## config.mk

```make
export PLATFORM = sky130hd
export DESIGN_NAME = bip_control_unit
export DESIGN_NICKNAME = d
export VERILOG_FILES = /design/src/rtl/bip_control_unit.sv
export SDC_FILE = /design/constraint.sdc
export NUM_CORES = 1
export LEC_CHECK = 0
export CORE_MARGIN = 2
export CORE_UTILIZATION = 44
export DETAILED_ROUTE_END_ITERATION = 16
export GPL_TIMING_DRIVEN = 0
export PLACE_DENSITY = 0.8
export SYNTH_ARGS = -nofsm -noshare
export SYNTH_HDL_FRONTEND = slang
export SYNTH_SLANG_ARGS = --single-unit
```

## constraint.sdc

```tcl
create_clock -name clk -period 3.6 [get_ports clk]
set_input_delay 1.08 -clock clk [delete_from_list [all_inputs] [get_ports clk]]
set_output_delay 1.08 -clock clk [all_outputs]
set_load 0.01 [all_outputs]
```

## src/rtl/bip_control_unit.sv

```systemverilog
// Instruction-sequencing control unit for the BIP datapath: program counter, decode of the
// accumulator/ALU/data-RAM strobes, jumps, a conditional branch, halt and a retired counter.
module bip_control_unit #(
  parameter int unsigned bits_address = 11,
  parameter int unsigned bits_opcode  = 5,
  parameter int unsigned reset_vector = 0,
  parameter int unsigned bits_count   = 16
) (
  input  logic                              clk,
  input  logic                              reset,
  input  logic                              enable,
  input  logic [bits_opcode+bits_address-1:0] instruction,
  input  logic                              acc_zero,
  output logic [bits_address-1:0]           address_output,
  output logic [bits_address-1:0]           operand,
  output logic [1:0]                        sel_a,
  output logic                              sel_b,
  output logic                              op_sub,
  output logic                              wr_acc,
  output logic                              wr_ram,
  output logic                              rd_ram,
  output logic                              halted,
  output logic [bits_count-1:0]             instr_count
);

  localparam int unsigned InstrWidth = bits_opcode + bits_address;

  localparam logic [bits_opcode-1:0] OpHlt  = bits_opcode'(0);
  localparam logic [bits_opcode-1:0] OpSto  = bits_opcode'(1);
  localparam logic [bits_opcode-1:0] OpLd   = bits_opcode'(2);
  localparam logic [bits_opcode-1:0] OpLdi  = bits_opcode'(3);
  localparam logic [bits_opcode-1:0] OpAdd  = bits_opcode'(4);
  localparam logic [bits_opcode-1:0] OpAddi = bits_opcode'(5);
  localparam logic [bits_opcode-1:0] OpSub  = bits_opcode'(6);
  localparam logic [bits_opcode-1:0] OpSubi = bits_opcode'(7);
  localparam logic [bits_opcode-1:0] OpJmp  = bits_opcode'(8);
  localparam logic [bits_opcode-1:0] OpBnz  = bits_opcode'(9);

  localparam logic [1:0] SelAccRam = 2'd0;
  localparam logic [1:0] SelAccImm = 2'd1;
  localparam logic [1:0] SelAccAlu = 2'd2;

  typedef enum logic [0:0] {StRun, StHalt} state_e;

  state_e                  state_q, state_d;
  logic [bits_address-1:0] pc_q, pc_d;
  logic [bits_count-1:0]   count_q, count_d;

  logic [bits_opcode-1:0]  opcode;
  logic [bits_address-1:0] pc_inc;
  logic                    exec;

  assign opcode  = instruction[InstrWidth-1 -: bits_opcode];
  assign operand = instruction[bits_address-1:0];
  assign pc_inc  = pc_q + bits_address'(1);

  // Reset wins even combinationally, so no strobe leaks out during a reset cycle.
  assign exec = (state_q == StRun) && enable && !reset;

  // Strobe decode; everything stays at 0 when not executing.
  always_comb begin
    sel_a  = SelAccRam;
    sel_b  = 1'b0;
    op_sub = 1'b0;
    wr_acc = 1'b0;
    wr_ram = 1'b0;
    rd_ram = 1'b0;
    if (exec) begin
      case (opcode)
        OpSto: wr_ram = 1'b1;
        OpLd: begin
          rd_ram = 1'b1;
          wr_acc = 1'b1;
          sel_a  = SelAccRam;
        end
        OpLdi: begin
          wr_acc = 1'b1;
          sel_a  = SelAccImm;
        end
        OpAdd, OpSub: begin
          rd_ram = 1'b1;
          wr_acc = 1'b1;
          sel_a  = SelAccAlu;
          op_sub = (opcode == OpSub);
        end
        OpAddi, OpSubi: begin
          wr_acc = 1'b1;
          sel_a  = SelAccAlu;
          sel_b  = 1'b1;
          op_sub = (opcode == OpSubi);
        end
        default: ;
      endcase
    end
  end

  always_comb begin
    state_d = state_q;
    pc_d    = pc_q;
    count_d = count_q;
    if (exec) begin
      // HLT retires too, so the counter steps on every executed edge.
      count_d = (&count_q) ? count_q : count_q + bits_count'(1);
      case (opcode)
        OpHlt:   state_d = StHalt;
        OpJmp:   pc_d    = operand;
        OpBnz:   pc_d    = acc_zero ? pc_inc : operand;
        default: pc_d    = pc_inc;
      endcase
    end
  end

  always_ff @(posedge clk) begin
    if (reset) begin
      state_q <= StRun;
      pc_q    <= bits_address'(reset_vector);
      count_q <= '0;
    end else begin
      state_q <= state_d;
      pc_q    <= pc_d;
      count_q <= count_d;
    end
  end

  assign address_output = pc_q;
  assign instr_count    = count_q;
  assign halted         = (state_q == StHalt);

endmodule
```

Word level (Yosys, flattened, before mapping)
Index checks and enable logic that the tools add are counted.
{"block": "totals", "register_bits": 28, "in_bits": 20, "out_inout_bits": 46, "wordCells": 44}
{"block": "op_classes", "add_sub_neg": 2, "eq_ne": 9, "n_mux": 14, "bitwise": 3, "n_reduce_logical": 13}
{"op": "$pmux W11 S3", "count": 1}
{"op": "$eq A5 B3 Y1 const B", "count": 4}
{"op": "$add A16 B1 Y16 const B", "count": 1}
{"op": "$reduce_and A16 Y1", "count": 1}
{"op": "$add A11 B1 Y11 const B", "count": 1}
{"op": "$mux W11", "count": 1}
{"op": "$eq A5 B2 Y1 const B", "count": 2}
{"op": "$eq A5 B4 Y1 const B", "count": 2}
{"op": "$mux W1", "count": 9}
{"op": "$reduce_and A2 Y1", "count": 3}
{"op": "$reduce_or A6 Y1", "count": 1}
{"op": "$eq A5 B1 Y1 const B", "count": 1}
{"op": "$logic_not A5 Y1", "count": 1}
{"op": "$pmux W2 S2", "count": 1}
{"op": "$reduce_or A2 Y1", "count": 2}
{"op": "$reduce_or A4 Y1", "count": 1}
{"op": "$not A1 Y1", "count": 3}
{"op": "$reduce_or A3 Y1", "count": 1}
{"op": "$logic_and A1 B1 Y1", "count": 2}
{"op": "$mux W2", "count": 1}
{"op": "$pmux W1 S2", "count": 1}
{"op": "$logic_not A1 Y1", "count": 1}

Depth between registers and ports, before layout
{"block": "depth", "word_depth": 4, "ltp_mapped": 7, "mapped_depth_nobuf": 5}

Least setup slack after synthesis
OpenSTA, ideal clock, no wires.
{"block": "synth_timing", "path_type": "in2out", "from": "input reset", "to": "output sel_a[0]", "arrival_time_ns": 2.332, "t_required_ns": 2.520, "slack_ns": 0.188, "stages": 6, "path_buffers": 2, "cell_sequence": "buf_6 -> or3b_1 -> buf_6 -> nor3_1 -> nand2_1 -> nor3b_1"}
{"block": "synth_via", "elab_chain_cells": 3}
{"element": "start, declared", "line": "10", "text": "input logic reset,"}
{"element": "$logic_not A1 Y1", "line": "58", "text": "assign exec = (state_q == StRun) && enable && !reset;"}
{"element": "$logic_and A1 B1 Y1", "line": "58"}
{"element": "$mux W2", "line": "68", "text": "if (exec) begin"}
{"element": "end, declared", "line": "16", "text": "output logic [1:0] sel_a,"}
Every way passes these cells.

Final worst setup path
{"block": "layout_timing", "from": "input enable", "to": "output rd_ram"}
{"block": "layout_via", "elab_chain_cells": 3}
{"element": "start, declared", "line": "11", "text": "input logic enable,"}
{"element": "$logic_and A1 B1 Y1 (2 in series)", "line": "58"}
{"element": "$mux W1", "line": "68"}
{"element": "end, declared", "line": "21", "text": "output logic rd_ram,"}
Every way passes these cells.

==> results.txt <==
- Least-Margin Pin Slew: 0.8273 ns
- Setup TNS: 0 ns
* Worst Hold Path Cells: 2
* Path type of the worst min-delay path: flop to flop
- Slowest cell delay on critical path: 0.36 ns
- Post-detailed-route via-to-cell ratio: 5.856
- # rows: 22
- Leakage power of the design: 0.8649 nW
- Data on the critical path arrives at its endpoint at 2.43 ns.
* Initial antenna violation count: 0
* Number of buffers inserted by hold repair at cts: 0
* FF+latch count, synth: 28
- Final weighted congestion in routability-driven placement: 0.9297
- Worst Slack Setup Final: 0.08599 ns
- After synthesis, the netlist uses 50 different library cells.
* Number of buffers added by the clock tree synthesis step: 3
* Clock Latency Late Sink: 0.27 ns
- Across the run, the number of max-cap violations was 0.
- Setup repair after global routing could not meet its margin everywhere.
- Buffers plus inverters on the worst setup path: 3
- TritonCTS built the clock tree.
- Clock transition at the registers of the reported paths: 0.10 ns
* Most common library cell in the layout ignoring fill and taps: clkdlybuf4s50_1
- Register area share after synthesis: 32.51%
- Largest fanout on the critical path: 3
- Critical R2R Capture: instr_count[13]$_SDFFE_PP0P_
* Fraction of layout cells with a size suffix above 1: 10.14%
* Number of endpoints failing setup at the final stage: 0
* Count of warnings emitted by yosys: 0
- After floorplanning, the core was sized to cover 3716 um2.
- The final hold violation count was 0.
* Startpoint Class: input pin
* Clock period minus final worst setup slack: 3.514 ns
- The flow ran to the end, and the final reports show no timing, DRC or antenna violations.
- Async set-or-reset flop fraction in the synthesized netlist: 0%
- After legalization and detailed placement, the total HPWL measured 3609 um.
* Critical Path Sink Type: output pin
- The detail route stage leaves a number of antenna-violating nets equal to 0.
* Library cell contributing the largest single delay on the critical path: or3b_1
* Type of the worst setup path: input pin to output pin
* Tcrit/Tclk final: 97.61%
- In the layout the commonest cells are clkdlybuf4s50_1, dfxtp_1, a21oi_1.
- The floorplan step defined a die boundary enclosing 4436 um2.
* Effective utilization at floorplan: 46.40%
- Launch point of the worst hold path: address_output[8]$_SDFFE_PP0P_
* Routed wire length per instance: 14.48 um
- The number of global-route vias before repair came to 1,679.
* Most frequently used flop master after synthesis: dfxtp_1
- The number of nets handed over by synthesis was 239.
* Highest clock frequency the design can meet: 284.6 MHz
- Worst-case reg-to-reg path depth: 7
- After global routing the overflow that remains totals 0.
- Crit path cell chain: dlygate4sd2_1, or3b_1, buf_6, or3_1, nor3_2, buf_2
- The synthesized design contains 0 enable-type register cells.
- Worst slew slack as a fraction of its limit: 44.07%
* Total number of H-tree levels: 1
* Non-Filler Instances: 334
- After detailed placement, the design holds a cell count of 329.
- Average cell area after synthesis: 7.945 um2
- Global-route total usage across every layer: 22.02%
- The clock arrives with 0.002207 ns of skew.
- The pre-antenna-repair detailed-routing pass consisted of 5 iterations.
* Worst-case register-to-register setup slack: 1.23 ns
- At the placement stage, the worst setup path has a slack of -0.7054 ns.
* Gate count after technology mapping: 217
* Peak supply drop: 224.5 uV
- The mapped netlist covers 1724 um2.
* Antenna fix cells: 0
- Power Dens Cells: 254.8 nW/um2
* Pin count of the biggest net entering global routing: 16
- The die is 66.60 um tall.
- Worst min-delay path endpoint: address_output[8]$_SDFFE_PP0P_
- Layout Area Growth over Synthesis: 44.12%
- Routed wire length: 4837 um
* Overall via count from detail_route: 1,956
* Final #Nets: 309
* Critical register-to-register path startpoint: halted$_SDFFE_PP0P_
* Post-route DRC violation count: 0
- At the worst endpoint, the required time is 2.52 ns.
* Maximum count of clock buffers along a single path: 2
* First-iteration detailed-routing DRC count: 152
* Number of buffers inserted by port buffering: 64
- Io pins: 66
* Final slew viol count: 0
- CTS sink count: 28
- Clock tree synthesis selected as its root buffer the cell clkbuf_8.
* Overall die width: 66.60 um
- The cell family contributing the most delay on the critical path is simple AND/OR/NAND/NOR gates.
- The first global-routing pass estimated 7762 um of wire.
power breakdown:
part           total (W)  internal [W]  switching [W]
Clock           0.000198     0.0000980       0.000100
Sequential      0.000323      0.000316     0.00000722
Combinational   0.000112     0.0000622      0.0000500
Total           0.000633      0.000476       0.000157
through the flow:
step	total power, W	cell area (um2)	hold slack (ns)	utilization [%]
2_1_floorplan	0.0003788	1724	0.5011	-
3_3_place_gp	0.0004387	2425	0.4810	65.25
3_5_place_dp	0.0004404	2425	0.4889	65.25
4_1_cts	0.0006406	2480	0.5070	66.73
5_1_grt	0.0006623	2485	0.5194	66.87
6_report	0.0006331	2485	0.5042	66.87
state kept, by name, summed over array words and instances (netlist names):
name	flops
address_output	11
instr_count	16
halted	1
synth_stat cells, types with 2 or more instances:
cell type	number	area (um2)
mux2_2	3	33.78
a31oi_1	3	18.77
o31a_1	2	17.52
and2_1	2	12.51
buf_6	2	22.52
nor2b_1	3	18.77
nor4_1	4	25.02
nand4_1	3	18.77
clkbuf_1	7	26.28
a21oi_1	18	90.09
o31ai_1	4	30.03
o211ai_1	2	15.01
o32ai_1	3	26.28
dfxtp_1	28	560.5
ha_1	2	25.02
and3_1	6	37.54
nand3_1	12	60.06
or3_1	6	37.54
nand2_1	16	60.06
or4_1	5	37.54
a211oi_1	5	37.54
nor4b_1	2	17.52
inv_1	5	18.77
nor2_1	10	37.54
buf_4	11	82.58
o21ai_0	15	75.07
mux2i_1	3	30.03
nor3b_1	2	15.01
nor3_1	12	60.06
metal layers:
layer | global-route usage (%) | vias up | part of all wire [%]
li1 | - | 969 | -
met1 | 30.86 | 910 | 48
met2 | 35.75 | 73 | 45
met3 | 3.209 | 4 | 6.3
met4 | 4.592 | 0 | 0.95
met5 | 0 | - | 0
final cells by class:
| cell class | count | area, um2 |
|---|---|---|
| repair buffers | 65 | 629.4 |
| clock buffers | 4 | 55.05 |
| fillers | 354 | 1231 |
| inverters | 5 | 18.77 |
| well taps | 48 | 60.06 |
| multi-input cells | 163 | 1025 |
| flip-flops and latches | 28 | 560.5 |
| plain buffers | 21 | 136.4 |
worst min-delay path: cells and delay by family, from the launching register on:
kind / cells / cell delay (ns)
flops: 1 / 0.34
buf+inv: 1 / 0.06
compound gates: 1 / 0.06
worst max path at each step:
stage | start | end | cells past startpoint
5_1_grt | enable | wr_ram | 7
6_report | enable | rd_ram | 6
2_1_floorplan | reset | sel_a[0] | 6
3_5_place_dp | enable | sel_a[0] | 7
3_3_place_gp | enable | sel_a[0] | 7
4_1_cts | enable | rd_ram | 6
logic make-up (layout without fill, tap and decap cells):
logic type,after synthesis,count (layout),synth area share [%]
DFF,28,28,32.51
adders and majority gates,2,2,1.451
buffers and inverters,26,95,8.999
AOI/OAI and AO/OA,67,67,25.62
muxes,6,6,3.701
and+or+nand+nor,88,88,27.72
what timing repair did:
item / 4_1_cts / 5_1_grt
endpoints found under the setup margin: 7 / 1
pin swaps: 1 / 0
gates resized for setup: 21 / 1
setup buffers: 1 / 0
Note: power is estimated with default switching activity, not from simulation.
